`config.mk`:
```
export PLATFORM = sky130hd
export DESIGN_NAME = interrupt_arbiter
export DESIGN_NICKNAME = d
export VERILOG_FILES = /design/src/rtl/interrupt_arbiter_pkg.sv /design/src/rtl/interrupt_arbiter_sync.sv /design/src/rtl/interrupt_arbiter.sv
export SDC_FILE = /design/constraint.sdc
export NUM_CORES = 1
export LEC_CHECK = 0
export BUFFER_PORTS_ARGS = -buffer_cell sky130_fd_sc_hd__buf_2
export CORE_UTILIZATION = 29
export DETAILED_ROUTE_END_ITERATION = 8
export PLACE_DENSITY = 0.78
export SLEW_MARGIN = 20
export SYNTH_ARGS = -nofsm -noshare
export SYNTH_HDL_FRONTEND = slang
export SYNTH_SLANG_ARGS = --single-unit
```
`constraint.sdc`:
```
create_clock -name clk -period 1.92 [get_ports clk]
set_clock_uncertainty 0.2 [all_clocks]
set_input_delay 0.288 -clock clk [delete_from_list [all_inputs] [get_ports clk]]
set_output_delay 0.288 -clock clk [all_outputs]
set_load 0.03 [all_outputs]
```
`src/rtl/interrupt_arbiter_pkg.sv`:
```
// Shared types for the interrupt arbiter: privilege levels, CSR views, FSM states and cause codes.
package RafiTypes;

    typedef enum logic [1:0] {
        User       = 2'd0,
        Supervisor = 2'd1,
        Reserved   = 2'd2,
        Machine    = 2'd3
    } Privilege;

    typedef struct packed {
        logic [27:0] other;
        logic        mie;
        logic        wpri2;
        logic        sie;
        logic        uie;
    } csr_xstatus_t;

    typedef struct packed {
        logic [19:0] reserved;
        logic meip; logic wpri10; logic seip; logic ueip;
        logic mtip; logic wpri6;  logic stip; logic utip;
        logic msip; logic wpri2;  logic ssip; logic usip;
    } csr_xip_t;

    typedef struct packed {
        logic [19:0] reserved;
        logic meie; logic wpri10; logic seie; logic ueie;
        logic mtie; logic wpri6;  logic stie; logic utie;
        logic msie; logic wpri2;  logic ssie; logic usie;
    } csr_xie_t;

    typedef enum logic [1:0] {
        IDLE    = 2'd0,
        REQUEST = 2'd1,
        HOLDOFF = 2'd2
    } InterruptArbiterState;

    localparam logic [3:0] USI = 4'd0;
    localparam logic [3:0] SSI = 4'd1;
    localparam logic [3:0] MSI = 4'd3;
    localparam logic [3:0] UTI = 4'd4;
    localparam logic [3:0] STI = 4'd5;
    localparam logic [3:0] MTI = 4'd7;
    localparam logic [3:0] UEI = 4'd8;
    localparam logic [3:0] SEI = 4'd9;
    localparam logic [3:0] MEI = 4'd11;

    // Implemented cause bits: 0,1,3,4,5,7,8,9,11.
    localparam logic [11:0] IRQ_IMPL_MASK = 12'b1011_1011_1011;

    function automatic Privilege code_target(input logic [3:0] code);
        case (code)
            MSI, MTI, MEI: code_target = Machine;
            SSI, STI, SEI: code_target = Supervisor;
            default:       code_target = User;
        endcase
    endfunction

endpackage

```
`src/rtl/interrupt_arbiter_sync.sv`:
```
// Two-flop synchronizer for one asynchronous level input; output follows input after 2 clk edges.
module sync_2ff (
    input  logic clk,
    input  logic rst,
    input  logic d_i,
    output logic q_o
);

    logic meta_q;
    logic sync_q;

    always_ff @(posedge clk or posedge rst) begin
        if (rst) begin
            meta_q <= 1'b0;
            sync_q <= 1'b0;
        end else begin
            meta_q <= d_i;
            sync_q <= meta_q;
        end
    end

    assign q_o = sync_q;

endmodule

```
`src/rtl/interrupt_arbiter.sv`:
```
// Picks the highest-priority enabled pending interrupt and presents it to the pipeline with a
// valid/ack handshake; after an ack it holds off two cycles so the CSR trap update settles.
module interrupt_arbiter
    import RafiTypes::*;
(
    input  logic         clk,
    input  logic         rst,
    input  logic [2:0]   irqExternal,
    input  Privilege     privilege,
    input  csr_xstatus_t status,
    input  csr_xip_t     ip,
    input  csr_xie_t     ie,
    output logic [2:0]   irqSync,
    output logic         interruptValid,
    output logic [3:0]   interruptCode,
    output Privilege     interruptTargetPriv,
    input  logic         interruptAck
);

    for (genvar g = 0; g < 3; g++) begin : g_sync
        sync_2ff u_sync (
            .clk (clk),
            .rst (rst),
            .d_i (irqExternal[g]),
            .q_o (irqSync[g])
        );
    end

    logic [31:0] ip_vec;
    logic [31:0] ie_vec;
    logic [11:0] pending;
    logic [11:0] level_mask;
    logic [11:0] active;
    logic        any_active;
    logic        m_en;
    logic        s_en;
    logic        u_en;
    logic [3:0]  sel_code;
    logic        unused_csr;

    assign ip_vec  = ip;
    assign ie_vec  = ie;
    assign pending = ip_vec[11:0] & ie_vec[11:0] & IRQ_IMPL_MASK;

    // A level is taken when running below it, or at it with its xIE set.
    assign m_en = (privilege != Machine) || status.mie;
    assign s_en = (privilege == User) || ((privilege == Supervisor) && status.sie);
    assign u_en = (privilege == User) && status.uie;

    assign level_mask = {m_en, 1'b0, s_en, u_en, m_en, 1'b0, s_en, u_en, m_en, 1'b0, s_en, u_en};
    assign active     = pending & level_mask;
    assign any_active = |active;
    assign unused_csr = ^{ip_vec[31:12], ie_vec[31:12], status.other, status.wpri2};

    always_comb begin
        sel_code = USI;
        if      (active[MEI]) sel_code = MEI;
        else if (active[MSI]) sel_code = MSI;
        else if (active[MTI]) sel_code = MTI;
        else if (active[SEI]) sel_code = SEI;
        else if (active[SSI]) sel_code = SSI;
        else if (active[STI]) sel_code = STI;
        else if (active[UEI]) sel_code = UEI;
        else if (active[USI]) sel_code = USI;
        else if (active[UTI]) sel_code = UTI;
    end

    InterruptArbiterState state_q, state_d;
    logic [3:0]           code_q, code_d;
    Privilege             target_q, target_d;
    logic                 hold_cnt_q, hold_cnt_d;

    always_ff @(posedge clk or posedge rst) begin
        if (rst) begin
            state_q    <= IDLE;
            code_q     <= 4'd0;
            target_q   <= Machine;
            hold_cnt_q <= 1'b0;
        end else begin
            state_q    <= state_d;
            code_q     <= code_d;
            target_q   <= target_d;
            hold_cnt_q <= hold_cnt_d;
        end
    end

    always_comb begin
        state_d    = state_q;
        code_d     = code_q;
        target_d   = target_q;
        hold_cnt_d = hold_cnt_q;
        case (state_q)
            IDLE: begin
                if (any_active) begin
                    state_d  = REQUEST;
                    code_d   = sel_code;
                    target_d = code_target(sel_code);
                end
            end
            REQUEST: begin
                // Ack wins over withdrawal or re-prioritisation: the acked code is frozen.
                if (interruptAck) begin
                    state_d    = HOLDOFF;
                    hold_cnt_d = 1'b0;
                end else if (any_active) begin
                    code_d   = sel_code;
                    target_d = code_target(sel_code);
                end else begin
                    state_d = IDLE;
                end
            end
            HOLDOFF: begin
                if (hold_cnt_q) begin
                    state_d    = IDLE;
                    hold_cnt_d = 1'b0;
                end else begin
                    hold_cnt_d = 1'b1;
                end
            end
            default: state_d = IDLE;
        endcase
    end

    always_comb begin
        interruptValid      = (state_q == REQUEST);
        interruptCode       = code_q;
        interruptTargetPriv = target_q;
    end

endmodule

```
# Yosys cells after proc, flatten, opt, wreduce, memory -nomap -nowiden
# Cells that the tools add are included.
# op_classes
eq_ne,15
n_mux,24
bitwise_logic,2
reduce_logical,14
# ops
operator,n
$mux 4,9
$and 12x12->12,2
$mux 2,6
$reduce_or 12->1,1
$eq 4x3->1 const B,2
$eq 4x4->1 const B,2
$ne 2x2->1 const B,4
$pmux 2 s2,2
$pmux 4 s2,1
$mux 3,2
$pmux 2 s3,1
$reduce_or 3->1,2
$eq 2x1->1 const B,2
$eq 4x1->1 const B,1
$eq 4x2->1 const B,1
$logic_not 2->1,2
$reduce_and 2->1,2
$reduce_bool 2->1,2
$ne 3x3->1 const B,1
$reduce_and 3->1,1
$eq 2x2->1 const B,1
$logic_and 1x1->1,2
$logic_or 1x1->1,2
$mux 1,2
2 further kinds,2
# totals
reg_bits,15
input_bits,104
out_inout_bits,10
word_cells,65

# Depth between registers and ports, before layout
# logic_depth
ltp_word,19
depth_mapped,4

# By module
# Synthesis repeated with hierarchy kept, for this count alone.
# hier_totals
hier_cells,67
area_unflattened_um2,747.0
# modules_own_cells
module,instances,cells_per_inst,area_per_inst_um2
interrupt_arbiter,1,58,585.6
sync_2ff,3,3,53.8

# Least setup slack after synthesis
# No wires, ideal clock.
# synth_path
path_kind,input-to-reg
from,input port privilege[0]
to,register code_q[3] (netlist: interruptCode[3])
setup_time_ns,0.125
arrival_time_ns,1.189
required_ns,1.595
slack_ns,0.406
path_stages,4
n_path_buf,0
path_cell_list,nor2b_4 a311oi_2 o31ai_4 mux2_4
# synth_between
elab_chain_cells,13
word_cells_on_any_way,19
classes_between,2 x eq/ne; 10 x mux; 1 x bitwise; 6 x reduce/logical
# synth_rtl
item,line_no,rtl
from (decl),interrupt_arbiter.sv:9,"input Privilege privilege,"
$logic_not 2->1 or $eq 2x1->1 (tied branches),"interrupt_arbiter.sv:47, interrupt_arbiter.sv:48",
"$logic_and 1x1->1, on equally long branches","interrupt_arbiter.sv:48, interrupt_arbiter.sv:47",
$and 12x12->12 *,interrupt_arbiter.sv:51,assign active = pending & level_mask;
$mux 4 or $and 12x12->12 (tied branches),"interrupt_arbiter.sv:63, interrupt_arbiter.sv:51",
$mux 4,interrupt_arbiter.sv:62,else if (active[STI]) sel_code = STI;
$mux 4,interrupt_arbiter.sv:61,else if (active[SSI]) sel_code = SSI;
$mux 4,interrupt_arbiter.sv:60,else if (active[SEI]) sel_code = SEI;
$mux 4,interrupt_arbiter.sv:59,else if (active[MTI]) sel_code = MTI;
$mux 4,interrupt_arbiter.sv:58,else if (active[MSI]) sel_code = MSI;
$mux 4,interrupt_arbiter.sv:57,if (active[MEI]) sel_code = MEI;
$mux 4 *,"interrupt_arbiter.sv:94, interrupt_arbiter.sv:105",
$mux 4,interrupt_arbiter.sv:102,if (interruptAck) begin
$pmux 4 s2 *,interrupt_arbiter.sv:92,case (state_q)
to (signal assigned),interrupt_arbiter.sv:81,code_q <= code_d;
to (decl),interrupt_arbiter.sv:69,"logic [3:0] code_q, code_d;"
# Every way passes the cells marked *; elsewhere a longest branch is shown, timed or not. The select of a mux whose other input is x is not followed.
# A chain may end at the register's enable or synchronous reset.

# Worst setup path in the final report
# layout_path
from,register state_q[1]
to,register code_q[3] (netlist: interruptCode[3])
# layout_between
elab_chain_cells,3
word_cells_on_any_way,6
classes_between,2 x eq/ne; 1 x mux; 3 x reduce/logical
# layout_rtl
item,line_no,rtl
from (decl),interrupt_arbiter.sv:68,"InterruptArbiterState state_q, state_d;"
from (signal assigned),interrupt_arbiter.sv:80,state_q <= state_d;
$eq 2x1->1 or $logic_not 2->1 (tied branches),interrupt_arbiter.sv:92,
$ne 2x2->1 (no line) or $reduce_bool 2->1 (tied branches),n/a,
$reduce_and 2->1 (no line),n/a,
# Parallel ways exist; a longest one is shown, timed or not.

==> qor.txt <==
Status -> completed
Global Route met3 Usage -> 0.01944
Req. time, crit path -> 1.88 ns
Remaining Overflow, GRT -> 0
Synth Cell Area -> 793.3 sq um
Starting DRT DRC Count -> 3
Synth Register Bits -> 15
Final period util -> 0.8470
Num CTS Buffers -> 3
Unrepaired setup endpoints after global routing -> no
Tot GR Track Use -> 0.1180
Final Hold Vio Count -> 0
Htree depth -> 1
Clock Latency Late Sink -> 0.27 ns
PortBufs -> 38
# DRC -> 0
Power density cells -> 1028 nW/um^2
Max Cap Viol -> 0
Final core utilization -> 0.4226
Largest net degree at the start of global routing -> 16
Pwr Total -> 1.096 mW
Final setup fails -> 0
Worst-path clk slew -> 0.08 ns
Number of global-route vias before repair -> 596
Synth cell types -> 35
Worst slew margin relative to its limit -> 0.6372
Rows -> 18
CTS Sinks -> 15
Initial antenna violation count -> 0
Met2 GRT Util -> 0.2134
Leakage -> 0.5191 nW
Placed insts -> 133
Worst setup EP type -> register
Vias -> 679
Clk root buf -> clkbuf_4
Worst-margin pin slew -> 0.5436 ns
Max Freq -> 614.9 MHz
Peak VDD IR -> 470.4 uV
# fillers -> 270
Final HPWL DP -> 1.394 mm
Placer Congestion -> 0.7780
WL/cell -> 11.58 um
Yosys warning total -> 0
Final Critical Period -> 1.626 ns
Post-cts gate resize count -> 0
Gr busiest metal -> met2
Fin cells -> 141
Antenna cells -> 0
Crit path max fanout -> 7
CTS tree -> yes
Layout cells sized above 1 -> 0.5135
Register area share after synthesis -> 0.4763
Core area -> 2522 sq um
Die H -> 54.30 um
Die footprint -> 2948 sq um
Mapped Cells -> 68
Syn Nets -> 172
Final ANT Viol Nets -> 0
Number of buffers inserted by hold repair at cts -> 4
IO Pins -> 114
Initial core utilization -> 0.3145
Max-slew violations -> 0
Drt via density -> 4.816
Final WL -> 1.633 mm
Met1 Resource Use GR -> 0.1399
Crit Path Class -> register to register
First drt pass iteration count -> 2
Nets@finish -> 216
Global-route wire length before repair -> 2.497 mm
Clk buf depth -> 2
Setup TNS -> 0 ns
Data arrival, critical path -> 1.59 ns
Area growth, synth to finish -> 34.38%
Average cell area after synthesis -> 11.67 sq um
# Post-CTS Setup Buffers -> 0
CP Launch Type -> register
Min-delay worst type -> input pin to register
Die X -> 54.30 um
==> flip-flops by register name (all words and copies together) (netlist names) <==
| register | count |
|---|---|
| g_sync.u_sync.meta_q | 3 |
| g_sync.u_sync.q_o | 3 |
| hold_cnt_q | 1 |
| interruptCode | 4 |
| interruptTargetPriv | 2 |
| state_q | 2 |
==> cell families after synthesis <==
family / count (synthesis) / synth area share
AND/OR/NAND/NOR: 21 / 0.1814
buffers and inverters: 6 / 0.04258
multiplexers: 2 / 0.03154
flip-flops: 15 / 0.4763
AO/OA/AOI/OAI: 24 / 0.2681
==> power breakdown <==
group | leakage, nW | total (mW) | internal (mW) | switching, mW
combinational | 0.327 | 0.461 | 0.189 | 0.272
clock | 0.0177 | 0.167 | 0.0770 | 0.0900
sequential | 0.174 | 0.468 | 0.405 | 0.0630
==> area by class of cell <==
type | count | area (sq um) | area share
clock buffers | 3 | 22.52 | 0.02113
clock inverters | 1 | 5.005 | 0.004695
inverters | 3 | 11.26 | 0.01056
multi-input cells | 47 | 381.6 | 0.3580
flip-flops and latches | 15 | 377.9 | 0.3545
well taps | 30 | 37.54 | 0.03521
repair buffers | 42 | 230.2 | 0.2160
==> routing by layer <==
layer | up-vias | part of all wire
met5 | - | 0
met4 | 0 | 0.0037
met3 | 2 | 0.078
met2 | 31 | 0.52
met1 | 309 | 0.40
li1 | 337 | -
==> worst max-delay path, stage by stage (launching register included) <==
cell	delay, ns
dfrtp_1	0.44
a21oi_1	0.39
o31ai_4	0.16
mux2_4	0.32
==> metrics by stage <==
step                cell area, sq um  hold WS (ns)  worst slack (ns)
floorplan                      793.3      -0.01195            0.4062
global placement               998.5        0.1339            0.2076
detailed placement             998.5        0.1347            0.1737
CTS                             1066        0.1034            0.2798
global route                    1066        0.1147            0.1991
finish                          1066        0.1102            0.2937
==> path summary, 6_finish.rpt <==
| check | from | end | slack, ns | cells past startpoint |
|---|---|---|---|---|
| max | state_q[1] | interruptCode[3] | 0.29 | 3 |
| min | interruptAck | state_q[1] | 0.11 | 3 |
| max reg2reg | state_q[1] | interruptCode[3] | 0.29 | 3 |
| min reg2reg | g_sync[1].u_sync.meta_q | g_sync[1].u_sync.q_o | 0.15 | 0 |
| max in group asynchronous | rst | interruptTargetPriv[1] | 0.76 | 3 |
| min in group asynchronous | rst | g_sync[2].u_sync.meta_q | 0.40 | 3 |
==> cells in the final DEF (no fill, tap or decap), drive strengths merged, types with 2 or more instances in the layout <==
cell type    instances
a21oi                4
dlygate4sd3          4
nand3                3
nand3b               2
a21o                 3
dfrtp               13
buf                 38
a211oi               2
a22oi                3
dfstp                2
o2bb2ai              2
inv                  3
clkbuf               3
o21ai                4
nand2                6
nor2b                2
==> cells in the mapped netlist (all sizes together) <==
cell | count | area share
nor2b | 2 | 0.025
nand2 | 6 | 0.038
and2 | 1 | 0.0095
dfrtp | 13 | 0.41
o2bb2ai | 2 | 0.022
a311oi | 1 | 0.019
o211ai | 1 | 0.016
a21oi | 4 | 0.030
o2111ai | 1 | 0.011
and3b | 1 | 0.013
nand2b | 1 | 0.0079
nand3b | 2 | 0.019
mux2 | 1 | 0.019
nor3b | 1 | 0.016
dfstp | 2 | 0.066
a211oi | 2 | 0.019
nand3 | 3 | 0.019
nor2 | 1 | 0.0047
a22o | 1 | 0.011
a22oi | 3 | 0.046
or3 | 1 | 0.0095
buf | 3 | 0.028
o31ai | 1 | 0.027
o21ai | 4 | 0.025
nand4 | 1 | 0.0079
a21boi | 1 | 0.014
or4b | 1 | 0.013
inv | 3 | 0.014
a21o | 3 | 0.028
mux2i | 1 | 0.013
Power figures use the tool's default switching activity.
